--- src/rtl/machine_pkg.sv ---
// Shared types and default parameters for the machine sequencer.
package machine_pkg;

    localparam int DEF_ADDR_WIDTH     = 8;
    localparam int DEF_DATA_WIDTH     = 8;
    localparam int DEF_RESET_CYCLES   = 4;
    localparam int DEF_TIMEOUT_CYCLES = 20000;
    localparam int DEF_CNT_WIDTH      = 32;

    typedef enum logic [2:0] {
        ST_IDLE,
        ST_LOAD,
        ST_RESET_HOLD,
        ST_RUN,
        ST_DONE,
        ST_TIMEOUT
    } machine_state_t;

endpackage

--- src/rtl/machine_ctrl_if.sv ---
// Program-image stream: the host is the master, the sequencer is the slave.
interface machine_ctrl_if
    import machine_pkg::*;
#(
    parameter int DATA_WIDTH = DEF_DATA_WIDTH
);

    logic                  load_valid;
    logic                  load_ready;
    logic [DATA_WIDTH-1:0] load_data;
    logic                  load_last;

    modport master (output load_valid, load_data, load_last, input load_ready);
    modport slave  (input load_valid, load_data, load_last, output load_ready);

endinterface

--- src/rtl/image_loader.sv ---
// Accepts the program image stream and turns each accepted word into one
// registered RAM write. Detects an image that fills the RAM without load_last.
module image_loader
    import machine_pkg::*;
#(
    parameter int ADDR_WIDTH = DEF_ADDR_WIDTH,
    parameter int DATA_WIDTH = DEF_DATA_WIDTH
) (
    input  logic                  clk,
    input  logic                  reset,
    input  logic                  go,        // start a new image at index 0
    input  logic                  clear,     // new sequence: drop the overflow flag
    machine_ctrl_if.slave         lp,
    output logic                  ram_we,
    output logic [ADDR_WIDTH-1:0] ram_addr,
    output logic [DATA_WIDTH-1:0] ram_wdata,
    output logic                  ram_sel,
    output logic                  overflow,
    output logic                  finished   // high during the final write cycle
);

    localparam logic [ADDR_WIDTH-1:0] LAST_INDEX = '1;

    logic [ADDR_WIDTH-1:0] index;
    logic                  accept;
    logic                  terminate;

    assign accept    = lp.load_valid & lp.load_ready;
    assign terminate = lp.load_last | (index == LAST_INDEX);

    // Handshake, write-port registers, write index and overflow flag.
    always_ff @(posedge clk) begin
        if (reset) begin
            lp.load_ready <= 1'b0;
            ram_we        <= 1'b0;
            ram_addr      <= '0;
            ram_wdata     <= '0;
            ram_sel       <= 1'b0;
            overflow      <= 1'b0;
            finished      <= 1'b0;
            index         <= '0;
        end else begin
            // NOTE: non-blocking assignments let every register here see the
            // pre-edge value of the others (e.g. finished releasing ram_sel).
            ram_we   <= 1'b0;
            finished <= 1'b0;
            if (clear) begin
                overflow <= 1'b0;
            end
            if (go) begin
                lp.load_ready <= 1'b1;
                ram_sel       <= 1'b1;
                index         <= '0;
            end else if (accept) begin
                ram_we    <= 1'b1;
                ram_addr  <= index;
                ram_wdata <= lp.load_data;
                index     <= index + 1'b1;
                if (terminate) begin
                    lp.load_ready <= 1'b0;
                    finished      <= 1'b1;
                end
                if (!lp.load_last && index == LAST_INDEX) begin
                    overflow <= 1'b1;
                end
            end else if (finished) begin
                ram_sel <= 1'b0;
            end
        end
    end

endmodule

--- src/rtl/machine_ctrl.sv ---
// Machine sequencer: optional image load, timed CPU reset, watched run,
// then a frozen DONE/TIMEOUT state for inspection until the next start.
module machine_ctrl
    import machine_pkg::*;
#(
    parameter int ADDR_WIDTH     = DEF_ADDR_WIDTH,
    parameter int DATA_WIDTH     = DEF_DATA_WIDTH,
    parameter int RESET_CYCLES   = DEF_RESET_CYCLES,
    parameter int TIMEOUT_CYCLES = DEF_TIMEOUT_CYCLES,
    parameter int CNT_WIDTH      = DEF_CNT_WIDTH
) (
    input  logic                  clk,
    input  logic                  reset,
    input  logic                  start,
    input  logic                  load_en,
    machine_ctrl_if.slave         load_bus,
    output logic                  ram_we,
    output logic [ADDR_WIDTH-1:0] ram_addr,
    output logic [DATA_WIDTH-1:0] ram_wdata,
    output logic                  ram_sel,
    output logic                  cpu_reset,
    output logic                  clk_enable,
    input  logic                  cpu_halt,
    output logic                  done,
    output logic                  timeout,
    output logic                  load_overflow,
    output logic [CNT_WIDTH-1:0]  run_cycles
);

    localparam int                    HOLD_W    = (RESET_CYCLES > 1) ? $clog2(RESET_CYCLES) : 1;
    localparam logic [HOLD_W-1:0]     HOLD_LAST = HOLD_W'(RESET_CYCLES - 1);
    localparam logic [CNT_WIDTH-1:0]  TRIP_AT   = CNT_WIDTH'(TIMEOUT_CYCLES - 1);

    machine_state_t    state_q;
    machine_state_t    next_state;
    logic [HOLD_W-1:0] hold_cnt;
    logic              seq_start;
    logic              load_go;
    logic              load_finished;
    logic              hold_last;
    logic              trip;
    logic              cpu_reset_d;
    logic              clk_enable_d;
    logic              done_d;
    logic              timeout_d;

    // start only counts while no sequence is in progress.
    assign seq_start = start && (state_q == ST_IDLE || state_q == ST_DONE || state_q == ST_TIMEOUT);
    assign load_go   = seq_start & load_en;
    assign hold_last = (hold_cnt == HOLD_LAST);
    assign trip      = (run_cycles == TRIP_AT);

    image_loader #(
        .ADDR_WIDTH (ADDR_WIDTH),
        .DATA_WIDTH (DATA_WIDTH)
    ) u_loader (
        .clk       (clk),
        .reset     (reset),
        .go        (load_go),
        .clear     (seq_start),
        .lp        (load_bus),
        .ram_we    (ram_we),
        .ram_addr  (ram_addr),
        .ram_wdata (ram_wdata),
        .ram_sel   (ram_sel),
        .overflow  (load_overflow),
        .finished  (load_finished)
    );

    // State register.
    always_ff @(posedge clk) begin
        if (reset) begin
            state_q <= ST_IDLE;
        end else begin
            state_q <= next_state;
        end
    end

    // Next-state logic; halt is tested before the watchdog so it wins a tie.
    always_comb begin
        // NOTE: default first so every path assigns next_state and no latch is inferred.
        next_state = state_q;
        case (state_q)
            ST_IDLE, ST_DONE, ST_TIMEOUT: begin
                if (start) begin
                    next_state = load_en ? ST_LOAD : ST_RESET_HOLD;
                end
            end
            ST_LOAD: begin
                if (load_finished) begin
                    next_state = ST_RESET_HOLD;
                end
            end
            ST_RESET_HOLD: begin
                if (hold_last) begin
                    next_state = ST_RUN;
                end
            end
            ST_RUN: begin
                if (cpu_halt) begin
                    next_state = ST_DONE;
                end else if (trip) begin
                    next_state = ST_TIMEOUT;
                end
            end
            default: next_state = ST_IDLE;
        endcase
    end

    // Output decode from the next state so the registered outputs line up with the state.
    always_comb begin
        cpu_reset_d  = 1'b1;
        clk_enable_d = 1'b0;
        done_d       = 1'b0;
        timeout_d    = 1'b0;
        case (next_state)
            ST_RUN: begin
                cpu_reset_d  = 1'b0;
                clk_enable_d = 1'b1;
            end
            ST_DONE: begin
                cpu_reset_d = 1'b0;
                done_d      = 1'b1;
            end
            ST_TIMEOUT: begin
                cpu_reset_d = 1'b0;
                timeout_d   = 1'b1;
            end
            default: ;
        endcase
    end

    // Registered control outputs and status flags.
    always_ff @(posedge clk) begin
        if (reset) begin
            cpu_reset  <= 1'b1;
            clk_enable <= 1'b0;
            done       <= 1'b0;
            timeout    <= 1'b0;
        end else begin
            cpu_reset  <= cpu_reset_d;
            clk_enable <= clk_enable_d;
            done       <= done_d;
            timeout    <= timeout_d;
        end
    end

    // Reset-hold timer and saturating run-cycle counter.
    always_ff @(posedge clk) begin
        if (reset) begin
            hold_cnt   <= '0;
            run_cycles <= '0;
        end else begin
            if (state_q == ST_RESET_HOLD && !hold_last) begin
                hold_cnt <= hold_cnt + 1'b1;
            end else begin
                hold_cnt <= '0;
            end
            if (seq_start) begin
                run_cycles <= '0;
            end else if (state_q == ST_RUN && run_cycles != '1) begin
                run_cycles <= run_cycles + 1'b1;
            end
        end
    end

endmodule

--- src/flat_wrapper.sv ---
// flat-port wrapper written by rule: the top's interface ports become plain ports
module machine_ctrl_flat import machine_pkg::*;
#(
    parameter int ADDR_WIDTH     = DEF_ADDR_WIDTH,
    parameter int DATA_WIDTH     = DEF_DATA_WIDTH,
    parameter int RESET_CYCLES   = DEF_RESET_CYCLES,
    parameter int TIMEOUT_CYCLES = DEF_TIMEOUT_CYCLES,
    parameter int CNT_WIDTH      = DEF_CNT_WIDTH
)
  (clk, reset, start, load_en, ram_we, ram_addr, ram_wdata, ram_sel, cpu_reset, clk_enable, cpu_halt, done, timeout, load_overflow, run_cycles, load_bus_load_valid, load_bus_load_data, load_bus_load_last, load_bus_load_ready);
  machine_ctrl_if #(.DATA_WIDTH(DATA_WIDTH)) load_bus_i ();
  input  logic clk;
  input  logic reset;
  input  logic start;
  input  logic load_en;
  output logic ram_we;
  output logic [ADDR_WIDTH-1:0] ram_addr;
  output logic [DATA_WIDTH-1:0] ram_wdata;
  output logic ram_sel;
  output logic cpu_reset;
  output logic clk_enable;
  input  logic cpu_halt;
  output logic done;
  output logic timeout;
  output logic load_overflow;
  output logic [CNT_WIDTH-1:0] run_cycles;
  input wire logic [$bits(load_bus_i.load_valid)-1:0] load_bus_load_valid;
  input wire logic [$bits(load_bus_i.load_data)-1:0] load_bus_load_data;
  input wire logic [$bits(load_bus_i.load_last)-1:0] load_bus_load_last;
  output wire logic [$bits(load_bus_i.load_ready)-1:0] load_bus_load_ready;
  assign load_bus_i.load_valid = load_bus_load_valid;
  assign load_bus_i.load_data = load_bus_load_data;
  assign load_bus_i.load_last = load_bus_load_last;
  assign load_bus_load_ready = load_bus_i.load_ready;
  machine_ctrl #(.ADDR_WIDTH(ADDR_WIDTH), .DATA_WIDTH(DATA_WIDTH), .RESET_CYCLES(RESET_CYCLES), .TIMEOUT_CYCLES(TIMEOUT_CYCLES), .CNT_WIDTH(CNT_WIDTH)) u_core (.clk(clk), .reset(reset), .start(start), .load_en(load_en), .load_bus(load_bus_i), .ram_we(ram_we), .ram_addr(ram_addr), .ram_wdata(ram_wdata), .ram_sel(ram_sel), .cpu_reset(cpu_reset), .clk_enable(clk_enable), .cpu_halt(cpu_halt), .done(done), .timeout(timeout), .load_overflow(load_overflow), .run_cycles(run_cycles));
endmodule
--- config.mk ---
export PLATFORM = sky130hd
export DESIGN_NAME = machine_ctrl_flat
export DESIGN_NICKNAME = d
export VERILOG_FILES = /design/src/rtl/machine_pkg.sv /design/src/rtl/machine_ctrl_if.sv /design/src/rtl/image_loader.sv /design/src/rtl/machine_ctrl.sv /design/src/flat_wrapper.sv
export SDC_FILE = /design/constraint.sdc
export NUM_CORES = 1
export LEC_CHECK = 0
export BUFFER_PORTS_ARGS = -buffer_cell sky130_fd_sc_hd__clkbuf_2
export CORE_ASPECT_RATIO = 1.5
export CORE_MARGIN = 2
export CORE_UTILIZATION = 50
export DETAILED_ROUTE_END_ITERATION = 8
export HOLD_SLACK_MARGIN = 0.03
export PLACE_DENSITY = 0.74
export SKIP_LAST_GASP = 1
export SLEW_MARGIN = 5
export SYNTH_ARGS = -nofsm -noshare
export SYNTH_HDL_FRONTEND = slang
export SYNTH_HIERARCHICAL = 1
export SYNTH_SLANG_ARGS = --single-unit
--- constraint.sdc ---
create_clock -name clk -period 4.3 [get_ports clk]
set_clock_uncertainty 0.05 [all_clocks]
set_input_delay 1.075 -clock clk [delete_from_list [all_inputs] [get_ports clk]]
set_output_delay 1.075 -clock clk [all_outputs]
set_load 0.01 [all_outputs]
== Word level (Yosys, flattened, before mapping) ==
Index checks and enable logic that the tools add are counted.
Storage, ports and cells
  register bits: 70
  logic and storage cells: 81
  output and inout port bits: 56
Operators by class
  bitwise operators: 6
  eq/ne operators: 13
  add/subtract/negate cells: 3
  multiplexer cells: 23
  reductions and logical operators: 21
Operator list (number)
  32-bit by 1-bit adder with 32-bit output, second input constant: 1
  32-bit by 15-bit equality test with 1-bit output, second input constant: 1
  32-bit inequality test, second input constant: 1
  1-bit two-way mux: 16
  3-bit two-way mux: 5
  3-bit equality test, second input constant: 4
  3-bit one-hot mux with 4 select lines: 1
  3-bit by 2-bit equality test with 1-bit output, second input constant: 3
  3-bit OR reduction: 3
  8-bit by 1-bit adder with 8-bit output, second input constant: 1
  8-bit equality test, second input constant: 1
  2-bit AND reduction: 3
  2-bit nonzero test: 3
  2-bit OR reduction: 3
  1-bit logical AND: 4
  3-bit by 1-bit equality test with 1-bit output, second input constant: 1
  3-bit logical NOT: 1
  1-bit NOT: 3
  2-bit by 1-bit adder with 2-bit output, second input constant: 1
  1-bit bitwise AND: 2
  2-bit equality test, second input constant: 1
  1-bit logical NOT: 2
  1-bit logical OR: 2
  2-bit two-way mux: 1
  2 further kinds: 2

== Depth between registers and ports, before layout ==
  depth after elaboration: 8
  mapped depth: 9
  mapped depth without buffers: 6

== By module ==
Netlist, hierarchy kept.
Modules (own cells, without submodules)
  machine_ctrl: instances 1, cells an instance 257, seq. area each 820.8 sq um, area each 2184.6 sq um
  image_loader: instances 1, cells an instance 128, seq. area each 580.6 sq um, area each 1084.8 sq um

== Worst setup path before layout ==
OpenSTA, ideal clock, no wires.
  path kind: input -> register
  from: input start
  to: register u_core.u_loader.overflow
  data required time: 4180 ps
  setup time: 70 ps
  path slack: 1935 ps
  arrival time: 2245 ps
  stages: 6
  path through: nand2b_1 > nor2_1 > and2_1 > nand3b_4 > or4_1 > a21oi_1
Between the ends
  elaborated cells between the ends (all ways): 6
  classes of those cells: mux (4); bitwise (1); reduce/logical (1)
RTL lines
  start, declared: RTL line flat_wrapper.sv:14  | input logic start;
  1-bit logical AND: RTL line machine_ctrl.sv:48  | assign seq_start = start && (state_q == ST_IDLE || state_q == ST_DONE || state_q == ST_TIMEOUT);
  via u_core.seq_start: RTL line machine_ctrl.sv:37  | logic seq_start;
  1-bit bitwise AND: RTL line machine_ctrl.sv:49  | assign load_go = seq_start & load_en;
  via u_core.load_go: RTL line machine_ctrl.sv:38  | logic load_go;
  1-bit two-way mux: RTL line image_loader.sv:50  | if (go) begin
  end signal, assigned: RTL line image_loader.sv:39  | overflow <= 1'b0;
  end signal, assigned: RTL line image_loader.sv:48  | overflow <= 1'b0;
  end signal, assigned: RTL line image_loader.sv:64  | overflow <= 1'b1;
  end, declared: RTL line image_loader.sv:18  | output logic overflow,
The timed path passes the listed nets, and every way through them passes these cells.
A chain may end at the register's enable or synchronous reset.

== Worst setup path in the final report ==
  from: register u_core.run_cycles[26]
  to: register u_core.run_cycles[1]
Between the ends
  cells in the longest elaborated chain, start to end: 2
Ends and longest elaborated chain
  start, declared: RTL line machine_ctrl.sv:27  | output logic [CNT_WIDTH-1:0] run_cycles
  start signal, assigned: RTL line machine_ctrl.sv:162  | run_cycles <= run_cycles + 1'b1;
  32-bit inequality test: RTL line machine_ctrl.sv:161  | end else if (state_q == ST_RUN && run_cycles != '1) begin
  1-bit logical AND: RTL line machine_ctrl.sv:161
No other way between the ends.

==> reports/metrics.csv <==
stage,metric,value,unit
route,Post-DRT Antenna Nets,0,
global_route,first-pass GRT wire length,12600,um
global_route,GRT Util Overall,21.8,%
setup_path,crit end category,flip-flop,
timing,Hold Slack,0.369,ns
place,I/O Buffers,70,
route,1st-iter DRT viols,209,
route,final WL,7710,um
setup_path,Crit Path Max Fanout,26,
place,HPWL after DPL,5480,um
setup_path,Critical Path Sink,u_core/run_cycles[1],
route,Vias,3118,
logic_synthesis,Synth Warn #,6,
global_route,GRT overflow,0,
timing,RSZ-0062 raised after global routing,false,
die,Ports,71,
clock_tree,"Hold-fix buffers, CTS",0,
power,leakage power,1.39,nW
setup_path,CP Class,reg -> reg,
flow_run,max_cap viols,0,
global_route,largest net degree at the start of global routing,33,
global_route,antenna violations before repair,0,
logic_synthesis,"EDFF count, synth",0,
route,top sig layer,met4,
die,Die Y,103,um
timing,fin crit period,2.77,ns
timing,Final Slew Violations,0,
timing,setup TNS,0,ns
die,Die Width,70.0,um
setup_path,Worst Setup SP,u_core/run_cycles[26],
layout,sequential cell area,1400,um^2
timing,period utilisation layout,64.5,%
clock_tree,H-tree Lvls,3,
timing,final setup fails,0,
route,met2 wire len,4000,um
layout,synth-to-layout area growth,15.6,%
setup_path,path depth of the worst reg2reg path,5,
layout,layout net count,465,
layout,area of the multi-input gates,1750,um^2
logic_synthesis,top_reg_cell synth,dfxtp_1,
power,Peak VDD IR,0.000177,V
clock_tree,total clock sinks,70,
setup_path,flop-to-flop setup slack,1.53,ns
place,gpl congestion,0.845,
die,Die ar.,7220,um^2
timing,f_max,0.361,GHz
clock_tree,Clock transition at path regs,0.07,ns
worst_hold_path,Hold Path Class,reg -> reg,
setup_path,Startpoint Class,flip-flop,
logic_synthesis,synthesized area,3270,um^2
layout,n_diodes,0,
clock_tree,clock root cell,clkbuf_8,
logic_synthesis,"FF+latch count, synth",70,
status,outcome,completed,
setup_path,worst r2r src,u_core/run_cycles[26],
logic_synthesis,Yosys cell types,53,
logic_synthesis,sequential fraction of the synthesis area,42.9,%
route,Detailed Routing Iterations Pass 1,4,
logic_synthesis,Avg Inst Size Synth,8.49,um^2
timing,Worst Tran Pin Value,0.932,ns
global_route,number of global-route vias before repair,2742,
die,row count,36,
clock_tree,# resized after CTS,0,
clock_tree,CTS Buf Count,9,
logic_synthesis,syn nets,403,
layout,fillers,619,
logic_synthesis,Post-synth ARST share,0,%
timing,Worst slew margin,37.9,%
clock_tree,Max clock buf depth,2,
timing,endpoints failing hold,0,
setup_path,critical path arrival,2.94,ns
clock_tree,CTS tree,done,
die,starting density of the core,51.1,%
setup_path,Crit path required time,4.47,ns
route,M1 WL,3140,um
die,Core ar.,6400,um^2
clock_tree,post-CTS setup buffer count,0,
layout,layout cells sized above 1,23.3,%
power,PwrDens,319,nW/um^2
clock_tree,"Clk Latency, worst-skew pair",0.35,ns
route,WL/cell,14.6,um
route,met3 WL post-DR,447,um
route,Vias/cell,5.92,
logic_synthesis,Mapped Cells,385,
setup_path,Reg-to-Reg End,u_core/run_cycles[1],
route,Post-route DRC,0,
## Yosys cell counts, drive strengths merged (4+ instances only)
master  count  share of area, %
a211oi      4              0.92
clkbuf      8              0.92
inv         5              0.57
or3        20               3.9
o21ai      18               2.8
and2        8               1.5
nor4        9               1.7
nor2       24               2.8
or4        12               2.9
dfxtp      70                43
and4        4               1.1
a21oi      47               8.0
nand3      15               2.3
a31oi       4              0.77
buf        11               2.2
o31ai      11               2.9
xor2        7               1.9
nand2      51               5.9
nand4      12               2.5
## per-layer routing
| layer | track usage, % | vias to the layer above |
|---|---|---|
| met3 | 5.28 | 12 |
| li1 | - | 1536 |
| met4 | 11.2 | 0 |
| met5 | 0 | - |
| met2 | 38.9 | 93 |
| met1 | 24.0 | 1477 |
## power breakdown
part / total (W) / switching, W / internal [W] / leakage, nW
Combinational: 0.0000695 / 0.0000439 / 0.0000256 / 0.738
Sequential: 0.000666 / 0.00000929 / 0.000657 / 0.565
Clock: 0.000472 / 0.000234 / 0.000238 / 0.0865
## cell families after synthesis
kind of cell,after synthesis,synth area share [%]
AO/OA/AOI/OAI,98,19.2
XOR/XNOR,10,2.68
adder cells (fa/ha/maj),3,1.15
buffers and inverters,24,3.71
flip-flops,70,42.9
multiplexers,1,0.306
AND/OR/NAND/NOR,179,30.1
## critical path, cell delays in order (launching register included)
cell	delay, ns
dfxtp_1	0.48
nand4_1	0.21
or4_1	0.69
o31ai_4	0.87
mux2i_1	0.29
nor2_2	0.04
## cells in the final DEF (no fill, tap or decap), types with 4 or more instances in the layout
cell type and n:
a211oi_1 4, a21oi_1 40, a21oi_2 7, a31oi_1 4, and2_1 8, clkbuf_2 70
clkbuf_8 11, dfxtp_1 70, inv_1 5, nand2_1 51, nand3_1 15, nand4_1 11
nor2_1 23, nor4_1 9, o21ai_0 11, o21ai_1 7, o31ai_1 10, or3_1 18
or4_1 8, or4_2 4, xor2_1 7
## worst min path at each step
stage	slack, ns	startpoint	cells past startpoint	to
after floorplan	0.35	u_core/hold_cnt[0]	1	u_core/hold_cnt[0]
final	0.37	u_core/hold_cnt[0]	1	u_core/hold_cnt[0]
after detailed placement	0.37	u_core/hold_cnt[0]	1	u_core/hold_cnt[0]
after global routing	0.39	u_core/hold_cnt[0]	1	u_core/hold_cnt[0]
after CTS	0.38	u_core/hold_cnt[0]	1	u_core/hold_cnt[0]
after global placement	0.36	u_core/hold_cnt[0]	1	u_core/hold_cnt[0]
## sequential cells by signal, summed over array words and instances (netlist names), 2 cells and up
name,flops
u_core/u_loader/index,8
u_core/hold_cnt,2
u_core/run_cycles,32
u_core/state_q,3
u_core/u_loader/ram_addr,8
u_core/u_loader/ram_wdata,8
## per-stage QoR
stage | power [W] | worst slack [ns] | cells | util [%] | instance area [um^2]
after floorplan | 0.000728 | 1.93 | 385 | - | 3270
after global placement | 0.000748 | 1.57 | 512 | 56.5 | 3610
after detailed placement | 0.000750 | 1.55 | 512 | 56.5 | 3610
after CTS | 0.00122 | 1.53 | 527 | 59.1 | 3780
after global routing | 0.00125 | 1.32 | 527 | 59.1 | 3780
final | 0.00121 | 1.53 | 527 | 59.1 | 3780
## area by class of cell
class	instances	area share (%)
sequential	70	37.1
inverter	5	0.497
multi-input combinational	291	46.2
clock buffer	14	4.30
tap	76	2.52
timing repair buffer	70	9.27
clock inverter	1	0.132
(Power assumes the default switching activity.)
